## src/rtl/bp_pkg.sv

```systemverilog
// Shared definitions for the PHT arbiter: FSM encoding, counter reset value,
// PC-to-index mapping and the 2-bit saturating counter update.
package bp_pkg;

  localparam logic [1:0] PHT_WEAK_NT = 2'b01;

  typedef enum logic [1:0] {
    ST_INIT   = 2'd0,
    ST_IDLE   = 2'd1,
    ST_UPD_RD = 2'd2,
    ST_UPD_WR = 2'd3
  } pht_state_e;

  // Instructions are word aligned, so the index starts at pc[2].
  function automatic logic [63:0] pht_idx(input logic [63:0] pc, input int unsigned idx_bits);
    logic [63:0] mask;
    mask = (64'd1 << idx_bits) - 64'd1;
    return (pc >> 2) & mask;
  endfunction

  function automatic logic [1:0] sat_update(input logic [1:0] ctr, input logic taken);
    logic [1:0] res;
    res = ctr;
    if (taken) begin
      if (ctr != 2'b11) res = ctr + 2'b01;
    end else begin
      if (ctr != 2'b00) res = ctr - 2'b01;
    end
    return res;
  endfunction

endpackage

```

## src/rtl/bp_upd_fifo.sv

```systemverilog
// Small FIFO buffering resolved-branch updates until the PHT port is free.
// A push while full is accepted only when a pop frees a slot the same cycle.
module bp_upd_fifo
  import bp_pkg::*;
#(
  parameter int WIDTH = 9,
  parameter int DEPTH = 4
) (
  input  logic             clk,
  input  logic             reset,
  input  logic             i_push,
  input  logic [WIDTH-1:0] i_data,
  input  logic             i_pop,
  output logic [WIDTH-1:0] o_data,
  output logic             o_full,
  output logic             o_empty,
  output logic             o_drop
);

  localparam int PW = $clog2(DEPTH);

  logic [PW:0]      r_wr_ptr;
  logic [PW:0]      r_rd_ptr;
  logic [WIDTH-1:0] r_mem [DEPTH];

  logic w_full;
  logic w_empty;
  logic w_do_pop;
  logic w_do_push;

  // Extra pointer MSB distinguishes full from empty when the low bits match.
  assign w_empty   = (r_wr_ptr == r_rd_ptr);
  assign w_full    = (r_wr_ptr[PW] != r_rd_ptr[PW]) &&
                     (r_wr_ptr[PW-1:0] == r_rd_ptr[PW-1:0]);
  assign w_do_pop  = i_pop && !w_empty;
  assign w_do_push = i_push && (!w_full || w_do_pop);

  assign o_data  = r_mem[r_rd_ptr[PW-1:0]];
  assign o_full  = w_full;
  assign o_empty = w_empty;
  assign o_drop  = i_push && !w_do_push;

  always_ff @(posedge clk or posedge reset) begin
    if (reset) begin
      r_wr_ptr <= '0;
      r_rd_ptr <= '0;
    end else begin
      if (w_do_push) r_wr_ptr <= r_wr_ptr + 1'b1;
      if (w_do_pop)  r_rd_ptr <= r_rd_ptr + 1'b1;
    end
  end

  always_ff @(posedge clk) begin
    if (w_do_push) r_mem[r_wr_ptr[PW-1:0]] <= i_data;
  end

endmodule

```

## src/rtl/bp_pht_arbiter.sv

```systemverilog
// Owns the single-ported PHT RAM: initialisation sweep after reset, then
// arbitration between FE lookups and queued read-modify-write updates.
module bp_pht_arbiter
  import bp_pkg::*;
#(
  parameter int DBITS      = 32,
  parameter int IDX_BITS   = 8,
  parameter int UQ_DEPTH   = 4,
  parameter int STARVE_MAX = 4
) (
  input  logic                clk,
  input  logic                reset,
  input  logic                fe_req,
  input  logic [DBITS-1:0]    fe_pc,
  output logic                fe_pred_valid,
  output logic                fe_pred_hit,
  output logic                fe_pred_taken,
  input  logic                agex_upd_valid,
  input  logic [DBITS-1:0]    agex_upd_pc,
  input  logic                agex_upd_taken,
  output logic [IDX_BITS-1:0] mem_addr,
  output logic                mem_we,
  output logic [1:0]          mem_wdata,
  input  logic [1:0]          mem_rdata,
  output logic                init_done,
  output logic [15:0]         drop_cnt
);

  localparam int SW = $clog2(STARVE_MAX + 1);
  localparam logic [SW-1:0] STARVE_LIM = SW'(STARVE_MAX);

  pht_state_e          r_state;
  pht_state_e          w_state_nxt;
  logic [IDX_BITS-1:0] r_ptr;
  logic                r_init_done;
  logic [SW-1:0]       r_starve;
  logic [IDX_BITS-1:0] r_hold_idx;
  logic                r_hold_taken;
  logic                r_pred_valid;
  logic                r_pred_grant;
  logic [15:0]         r_drop_cnt;

  logic [IDX_BITS-1:0] w_fe_idx;
  logic [IDX_BITS-1:0] w_upd_idx;
  logic [IDX_BITS:0]   w_fifo_dout;
  logic                w_fifo_full;
  logic                w_fifo_empty;
  logic                w_fifo_drop;
  logic                w_upd_win;
  logic                w_pop;
  logic                w_grant;
  logic                w_we;
  logic [IDX_BITS-1:0] w_addr;
  logic [1:0]          w_wdata;

  assign w_fe_idx  = IDX_BITS'(pht_idx(64'(fe_pc), IDX_BITS));
  assign w_upd_idx = IDX_BITS'(pht_idx(64'(agex_upd_pc), IDX_BITS));

  bp_upd_fifo #(
    .WIDTH(IDX_BITS + 1),
    .DEPTH(UQ_DEPTH)
  ) u_upd_fifo (
    .clk    (clk),
    .reset  (reset),
    .i_push (agex_upd_valid),
    .i_data ({w_upd_idx, agex_upd_taken}),
    .i_pop  (w_pop),
    .o_data (w_fifo_dout),
    .o_full (w_fifo_full),
    .o_empty(w_fifo_empty),
    .o_drop (w_fifo_drop)
  );

  // Updates yield to lookups unless the FE is quiet, has starved them, or the queue is full.
  assign w_upd_win = !w_fifo_empty &&
                     (!fe_req || (r_starve == STARVE_LIM) || w_fifo_full);

  always_comb begin
    w_state_nxt = r_state;
    w_pop       = 1'b0;
    w_grant     = 1'b0;
    w_we        = 1'b0;
    w_addr      = '0;
    w_wdata     = '0;
    case (r_state)
      ST_INIT: begin
        w_we    = 1'b1;
        w_addr  = r_ptr;
        w_wdata = PHT_WEAK_NT;
        if (r_ptr == {IDX_BITS{1'b1}}) w_state_nxt = ST_IDLE;
      end
      ST_IDLE: begin
        if (w_upd_win) begin
          w_pop       = 1'b1;
          w_state_nxt = ST_UPD_RD;
        end else if (fe_req) begin
          w_grant = 1'b1;
          w_addr  = w_fe_idx;
        end
      end
      ST_UPD_RD: begin
        w_addr      = r_hold_idx;
        w_state_nxt = ST_UPD_WR;
      end
      ST_UPD_WR: begin
        w_we        = 1'b1;
        w_addr      = r_hold_idx;
        w_wdata     = sat_update(mem_rdata, r_hold_taken);
        w_state_nxt = ST_IDLE;
      end
      default: w_state_nxt = ST_INIT;
    endcase
  end

  // The RAM port is forced quiet while reset is held so an in-flight write is aborted at once.
  always_comb begin
    mem_we    = 1'b0;
    mem_addr  = '0;
    mem_wdata = '0;
    if (!reset) begin
      mem_we    = w_we;
      mem_addr  = w_addr;
      mem_wdata = w_wdata;
    end
  end

  always_ff @(posedge clk or posedge reset) begin
    if (reset) begin
      r_state      <= ST_INIT;
      r_ptr        <= '0;
      r_init_done  <= 1'b0;
      r_starve     <= '0;
      r_hold_idx   <= '0;
      r_hold_taken <= 1'b0;
      r_pred_valid <= 1'b0;
      r_pred_grant <= 1'b0;
      r_drop_cnt   <= '0;
    end else begin
      r_state      <= w_state_nxt;
      r_pred_valid <= fe_req;
      r_pred_grant <= w_grant;
      if (r_state == ST_INIT) begin
        r_ptr <= r_ptr + 1'b1;
        if (r_ptr == {IDX_BITS{1'b1}}) r_init_done <= 1'b1;
      end
      if (w_pop) begin
        r_hold_idx   <= w_fifo_dout[IDX_BITS:1];
        r_hold_taken <= w_fifo_dout[0];
      end
      if (r_state == ST_UPD_RD) begin
        r_starve <= '0;
      end else if (w_grant && !w_fifo_empty && (r_starve != STARVE_LIM)) begin
        r_starve <= r_starve + 1'b1;
      end
      if (w_fifo_drop && (r_drop_cnt != 16'hFFFF)) r_drop_cnt <= r_drop_cnt + 16'd1;
    end
  end

  assign fe_pred_valid = r_pred_valid;
  assign fe_pred_hit   = r_pred_grant;
  assign fe_pred_taken = r_pred_grant & mem_rdata[1];
  assign init_done     = r_init_done;
  assign drop_cnt      = r_drop_cnt;

endmodule
```

## config.mk

```make
export PLATFORM = sky130hd
export DESIGN_NAME = bp_pht_arbiter
export DESIGN_NICKNAME = d
export VERILOG_FILES = /design/src/rtl/bp_pkg.sv /design/src/rtl/bp_upd_fifo.sv /design/src/rtl/bp_pht_arbiter.sv
export SDC_FILE = /design/constraint.sdc
export NUM_CORES = 1
export LEC_CHECK = 0
export CORE_ASPECT_RATIO = 0.9
export CORE_MARGIN = 2
export CORE_UTILIZATION = 40
export DETAILED_ROUTE_END_ITERATION = 8
export PLACE_DENSITY = 0.68
export SLEW_MARGIN = 10
export SYNTH_ARGS = -nofsm -noshare
export SYNTH_HDL_FRONTEND = slang
export SYNTH_SLANG_ARGS = --single-unit
```

## constraint.sdc

```tcl
create_clock -name clk -period 2.9 [get_ports clk]
set_input_delay 0.435 -clock clk [delete_from_list [all_inputs] [get_ports clk]]
set_output_delay 0.435 -clock clk [all_outputs]
set_load 0.05 [all_outputs]
```

### After elaboration in Yosys (flattened, before gate mapping)

Memories as Yosys holds them, arrays and structs flattened. A register that Yosys moved wholly into a read port is not among the register bits.
Index checks and enable logic that the tools add are counted.

* add/sub/neg operators: 7
* multiply operators: 0
* divide/modulo/power cells: 0
* magnitude comparators: 0
* eq/ne operators: 13
* shift operators: 0
* muxes and demuxes: 23
* bitwise operators: 1
* reductions and logical operators: 22

Operators with widths (count)
* $mux 8: 3
* $pmux 8 s3: 1
* $add 16x1->16 const B: 1
* $ne 16x16->1 const B: 1
* $mux 2: 6
* $add 3x1->3 const B: 3
* $mux 1: 9
* $add 8x1->8 const B: 1
* $eq 8x8->1 const B: 1
* $logic_and 1x1->1: 8
* $pmux 2 s4: 1
* $mux 3: 2
* $ne 2x2->1 const B: 3
* $eq 2x2->1 const B: 2
* $logic_not 1->1: 4
* $pmux 2 s2: 1
* $reduce_and 2->1: 2
* $reduce_bool 2->1: 2
* $reduce_or 2->1: 2
* $eq 3x3->1: 1
* $eq 3x3->1 const B: 1
* $logic_or 1x1->1: 3
* $ne 3x3->1 const B: 1
* $add 2x1->2 const B: 1
* other kinds (6): 6

* register bits after elaboration: 38
* latch bits: 0
* memory bits (writable): 36
* memory bits (read-only): 0
* logic and storage cells: 76
* memories kept: 1

Memories
* u_upd_fifo.r_mem: words 4, bits a word 9, rd ports 1, clocked after memory_dff 1, wr ports 1, RTL line bp_upd_fifo.sv:24 `logic [WIDTH-1:0] r_mem [DEPTH];`

### Longest topological paths before layout

Gate-level depths: netlist of the first run.

* word-level depth: 12
* mapped depth: 8
* gate-level depth less buffers: 7

### Cells and area by module

Synthesis of the first run repeated with hierarchy kept, for this count alone.

* cells, all modules: 283
* area, all modules: 3852.4 µm²

Modules (own cells, without submodules)
* bp_pht_arbiter: instances 1, cells each 193, area each 2115.8 µm², sequential area each 1026.0 µm²
* bp_upd_fifo: instances 1, cells each 90, area each 1736.7 µm², sequential area each 1231.2 µm²

### Worst setup path before layout of the first run

Ideal clock, no wire load.

* path type: input-to-output
* start point: input port reset
* end point: output port mem_addr[1]
* arrival: 2.234 ns
* data required time: 2.465 ns
* setup slack: 0.231 ns
* stages on the path: 2
* buffers on the path: 0
* path through: clkinv_1 -> and3_1

* cells in the longest elaborated chain, start to end: 1

RTL lines
* start: declaration: RTL line bp_pht_arbiter.sv:12 `input logic reset,`
* $mux 8: RTL line bp_pht_arbiter.sv:120 `if (!reset) begin`
* end: declaration: RTL line bp_pht_arbiter.sv:21 `output logic [IDX_BITS-1:0] mem_addr,`

No other way between the ends.

### Worst setup path in the final report of the first run

* start point: register r_state[0]
* end point: output port mem_wdata[1]

* cells in the longest elaborated chain, start to end: 3
* elaborated cells between the ends (all ways): 4
* those cells by class: eq/ne (1); mux (2); reduce/logical (1)

RTL lines
* start: declaration: RTL line bp_pht_arbiter.sv:32 `pht_state_e r_state;`
* start signal: assignment: RTL line bp_pht_arbiter.sv:139 `r_state <= w_state_nxt;`
* $eq 2x2->1 or $logic_not 2->1 (tied branches): RTL line bp_pht_arbiter.sv:85 `case (r_state)`
* $pmux 2 s2 (*): RTL line bp_pht_arbiter.sv:85
* $mux 2 (*): RTL line bp_pht_arbiter.sv:120
* end: declaration: RTL line bp_pht_arbiter.sv:23 `output logic [1:0] mem_wdata,`

Mark *: on every way between the ends. The rest lies on a longest branch, timed or not.

==> metrics, run 1 <==
Switching Fraction=39.2%; RSZ-0062 raised after global routing=false; TritonCTS clock tree=built; Startpoint Class=register; Leak Pwr=2.04 nW; # diodes=0; DR WL/cell=14.4 um; Pwr Density=987 nW/um^2; Num CTS Buffers=9; Die X=108 um; CTS root buf=clkbuf_8; GP Congestion=0.816; drt pass-1 iters=5; IO Pins=102; Antenna Nets Post-Route=0; placed cell areas=4660 sq um; share of total power in the clock network=17.1%; Remaining DRCs=0; antenna violations before repair=0; sequential cell area=2260 sq um; Tightest Pin Transition=0.637 ns; Internal=2.92 mW; Post-Syn Area=3860 sq um; First DRT Iteration DRCs=72; CP arrival=2.32 ns; gr ovfl total=0; Die ar.=10,500 sq um; CP required=2.47 ns; Cell variety after synth=42; Filler cells=848; Logic pwr share=45.7%; fin. max-slew vios=0; worst slack, placed=0.273 ns; Max Clock Freq=363 MHz; Most used DFF post-synth=dfrtp_1; largest net degree at the start of global routing=46; crit path cell chain=inv_1, ha_1, nor2_1, and3_1, clkdlybuf4s50_1; vias=2,387; Max Fanout on Critical Path=4; post-route setup slack=0.145 ns; final setup skew=0.00900 ns; sequential share of power=37.1%; Routed Wire Length=7020 um; NetSw=1.88 mW; status=completed; Peak supply drop=0.422 mV; period utilization=95.0%; synthesis-stage register bit count=83; Synth Instances=291; Worst path max stage delay=0.80 ns; combined area of the multi-input logic cells=1500 sq um; Max Cap Violations=0; H-tree levels=3; Ys Warns=0; Synth Area per Inst=13.3 sq um; Mapped Nets=376; slowest CP cell=clkdlybuf4s50_1; share of layout cells above drive strength 1=19.1%; clk slew on worst S/H paths=0.09 ns; core footprint=9530 sq um; total global-route track usage=14.6%; crit path buf inv count=2; Starting Density=40.6%; vias in the first global route=2,349; Buffers on Ports=53; Hold Path Class=in -> async; post-DP HPWL=5050 um; register area share after synthesis=58.4%; first-pass GRT wire length=11,800 um; height of the die=97.3 um; clk buf depth=2; Worst Setup End Kind=output pin; Crit path max-delay family=buffers and inverters; clock latency on the worst-skew pair=0.36 ns; # rows=34; CTS sink cnt=83; Final Hold Viols=0; minimum clock period=2.75 ns; hold_ws=0.394 ns; vias per inst=4.89; asr flop ratio synth=56.6%; Relative slew margins=57.4%; setup TNS=0 ns; Setup violations, final=0; Finished Cell Area=4870 sq um; Worst Path Class, Setup=reg -> out; Nets=442; synthesis-to-layout area growth=25.9%; number of synthesized flops with an enable pin=36
==> registers in the layout, indices dropped and copies added (netlist names) <==
register and flops:
drop_cnt 16, fe_pred_hit 1, fe_pred_valid 1, init_done 1
r_hold_idx 8, r_hold_taken 1, r_ptr 8, r_starve 3
r_state 2, u_upd_fifo.r_mem 36, u_upd_fifo.r_rd_ptr 3, u_upd_fifo.r_wr_ptr 3
==> path summary, 6_finish.rpt <==
check                           start             to  slack, ns  cells past startpoint
min                             reset  r_hold_idx[1]       0.39                      2
max reg2reg                r_state[1]     r_state[1]       0.87                      5
min in group clk            init_done      init_done       0.49                      1
min reg2reg                 init_done      init_done       0.49                      1
max in group asynchronous       reset    fe_pred_hit       1.72                      3
max                        r_state[0]   mem_wdata[1]       0.15                      5
==> area by class of cell <==
| class | count | area share, % |
|---|---|---|
| clock buffer | 9 | 2.54 |
| clock inverter | 7 | 1.67 |
| inverter | 22 | 1.70 |
| multi-input combinational | 180 | 30.7 |
| sequential | 83 | 46.4 |
| tap | 126 | 3.24 |
| timing repair buffer | 61 | 13.7 |
==> cell families (layout without fill, tap and decap cells) <==
group	Yosys count	in the layout	share of synthesized area (%)
AOI/OAI and AO/OA	29	29	5.41
xor gates and xnor gates	32	32	7.64
adders and majority gates	16	16	5.05
buffers and inverters	28	99	2.95
DFF	83	83	58.4
muxes	24	24	9.58
and+or+nand+nor	79	79	11.0
==> layer usage <==
metal  vias up  wire length (um)  GRT usage [%]
met3         9               288           3.96
met2        47              3550           24.1
met4         0                87           4.44
met1      1169              3090           18.9
met5         -                 0              0
li1       1162                 -              -
==> power by group through the flow <==
stage / logic, mW / clock network (mW) / registers, mW
floorplan: 1.47 / 0 / 1.85
global placement: 2.18 / 0 / 1.79
detailed placement: 2.22 / 0 / 1.81
CTS: 2.23 / 0.858 / 1.79
global route: 2.38 / 0.912 / 1.83
finish: 2.20 / 0.824 / 1.78
==> synthesized netlist by cell type (2+ instances only) <==
cell type	count	area [sq um]
xnor2_1	14	123
nand4_1	5	31.3
maj3_1	2	20.0
xor2_1	16	140
nor2_1	16	60.1
nand2_1	14	52.6
nor3_1	4	20.0
o21ai_1	8	40.0
dfrtp_1	47	1180
buf_1	2	7.51
nand3_1	11	55.1
edfxtp_1	36	1080
mux2_2	13	146
and4_1	4	35.0
o211ai_2	2	25.0
ha_1	14	175
mux4_2	9	203
xnor2_2	2	32.5
clkbuf_1	2	7.51
nand2b_1	8	50.1
and3_1	11	68.8
inv_1	21	78.8
a21oi_1	11	55.1
==> metrics by stage <==
stage	cells	utilization, %	power, mW
after floorplan	291	-	3.32
after global placement	472	48.9	3.97
after detailed placement	472	48.9	4.02
after CTS	488	51.1	4.87
after global routing	488	51.1	5.12
final	488	51.1	4.80
==> placed cells by master (no fill, tap or decap), drive strengths merged, types with 2 or more instances in the layout <==
| master | n |
|---|---|
| inv | 25 |
| nor2 | 16 |
| and4 | 5 |
| maj3 | 2 |
| and3 | 11 |
| a21oi | 11 |
| clkbuf | 9 |
| o211ai | 2 |
| o21ai | 9 |
| xor2 | 16 |
| clkinv | 4 |
| clkdlybuf4s50 | 44 |
| dfrtp | 47 |
| mux2 | 14 |
| edfxtp | 36 |
| nor3 | 4 |
| buf | 17 |
| mux4 | 9 |
| nand3 | 11 |
| xnor2 | 16 |
| ha | 14 |
| and2 | 2 |
| nand4 | 5 |
| nand2b | 8 |
| nand2 | 14 |
==> repair_timing <==
action                     4_1_cts  5_1_grt
resized for setup                0        1
setup endpoints to repair        0        1
setup buffers                    0        0
hold buffers                     0        0
Note: power is estimated with default switching activity, not from simulation.
==> run 2, diff against run 1 <==
Settings changed: CELL_PAD_IN_SITES_DETAIL_PLACEMENT set to 1, CELL_PAD_IN_SITES_GLOBAL_PLACEMENT set to 2, CORE_UTILIZATION 40 to 32, PLACE_DENSITY 0.68 to not set, PLACE_DENSITY_LB_ADDON set to 0.1.
==> metrics, run 2 (synthesized netlist as in run 1, its figures left out) <==
Critical Path End=mem_wdata[1]; Worst setup startpoint=r_state[0]; Hold Path Class=in -> async; DR WL/cell=15.2 um; Setup violations, final=0; fin. max-slew vios=0; drt pass-1 iters=4; Nets=446; Starting Density=32.4%; Routed Wire Length=7970 um; Tightest Pin Transition=0.659 ns; CP arrival=2.34 ns; post-DP HPWL=5880 um; Leak Pwr=2.11 nW; max reg flops=36; period utilization=95.7%; core footprint=11,900 sq um; highest-count cells in the layout ignoring fill and taps=dfrtp_1 (47), clkdlybuf4s50_1 (44), edfxtp_1 (36); CTS root buf=clkbuf_16; total global-route track usage=13.4%; CP required=2.47 ns; # rows=38; First DRT Iteration DRCs=80; H-tree levels=3; most common cell after layout, fill and taps aside=dfrtp_1; Buffers on Ports=53; Max Fanout on Critical Path=4; R2R Path End=r_state[1]; Die X=120 um; Final Hold Viols=0; Die ar.=13,000 sq um; # diodes=0; clk buf depth=2; Pwr Density=1030 nW/um^2; Peak supply drop=0.384 mV; Worst Setup End Kind=output pin; R2R depth=5; Worst Path Class, Setup=reg -> out; Remaining DRCs=0; GP Congestion=0.736; RSZ-0062 raised after global routing=false; largest net degree at the start of global routing=27; synthesis-to-layout area growth=30.7%; Startpoint Class=register; vias in the first global route=2,541; number of setup buffers added after CTS=0; Final Core Density=42.3%; status=completed; IO Pins=102; share of layout cells above drive strength 1=19.9%; vias per inst=4.62; height of the die=108 um; Max Clock Freq=360 MHz; Relative slew margins=55.9%; TritonCTS clock tree=built; gr ovfl total=0; clock latency on the worst-skew pair=0.34 ns; vias=2,430; Num CTS Buffers=9; Antenna Nets Post-Route=0; Max Cap Violations=0; Critical R2R Launch=r_state[1]; setup TNS=0 ns; r2r setup slk=0.78 ns; antenna violations before repair=0; final setup skew=0.00721 ns; first-pass GRT wire length=13,100 um; clk slew on worst S/H paths=0.07 ns; minimum clock period=2.77 ns; CTS sink cnt=83
[run 2: changes by cell type in the layout (fill, tap and decap cells not counted), sizes merged]
cell,change
clkinv,-3
bufinv,+1
buf,+4
inv,+2
[run 2: worst min path at each step]
stage | end | slack, ns | cells past startpoint
after global routing | r_ptr[0] | 0.49 | 2
after floorplan | r_ptr[7] | 0.46 | 1
after global placement | init_done | 0.46 | 1
after CTS | r_ptr[0] | 0.46 | 2
final | r_ptr[0] | 0.46 | 2
after detailed placement | init_done | 0.48 | 1
[run 2: metal layers]
layer | share of wire [%] | vias to the layer above | global-route usage [%]
met1 | 47 | 1210 | 17.3
met5 | 0 | - | 0
met2 | 48 | 37 | 21.8
li1 | - | 1173 | -
met4 | 1.8 | 0 | 5.80
met3 | 3.4 | 10 | 3.27
[run 2: critical path, cell delays in order, from the launching register on]
cell and delay (ns):
dfrtp_1 0.41, inv_1 0.10, ha_1 0.33, nor2_1 0.16, and3_1 0.19, clkdlybuf4s50_1 0.81
[run 2: area by class of cell]
cell class	count	area (sq um)
Timing Repair Buffer	65	698
Tap cell	160	200
Clock buffer	9	225
Inverter	22	82.6
Clock inverter	7	90.1
Sequential cell	83	2260
Multi-Input combinational cell	180	1500
Fill cell	1234	6880
[run 2: what timing repair did]
action | CTS | global route
endpoints found under the setup margin | 0 | 1
gates resized for setup | 0 | 1
hold buffers | 0 | 0
[run 2: per-stage QoR]
step / power, mW / setup slack, ns / cell area, sq um / cells / hold slack [ns]
2_1_floorplan: 3.32 / 0.231 / 3860 / 291 / 0.458
3_3_place_gp: 4.05 / 0.309 / 4730 / 510 / 0.458
3_5_place_dp: 4.08 / 0.295 / 4730 / 510 / 0.484
4_1_cts: 5.32 / 0.0896 / 5050 / 526 / 0.460
5_1_grt: 5.58 / 0.0201 / 5050 / 526 / 0.490
6_report: 5.23 / 0.125 / 5050 / 526 / 0.460
[run 2: power breakdown]
| part | total [mW] | leakage, nW | switching, mW | internal [mW] |
|---|---|---|---|---|
| Clock | 1.20 | 0.156 | 0.511 | 0.693 |
| Sequential | 1.79 | 0.926 | 0.227 | 1.56 |
| Combinational | 2.23 | 1.03 | 1.20 | 1.03 |
==> run 3, diff against run 2 <==
Settings changed: CTS_CLUSTER_SIZE set to 20.
==> results of run 3 <==
Same layout as run 2: the final DEF is identical, and so are final timing and power.
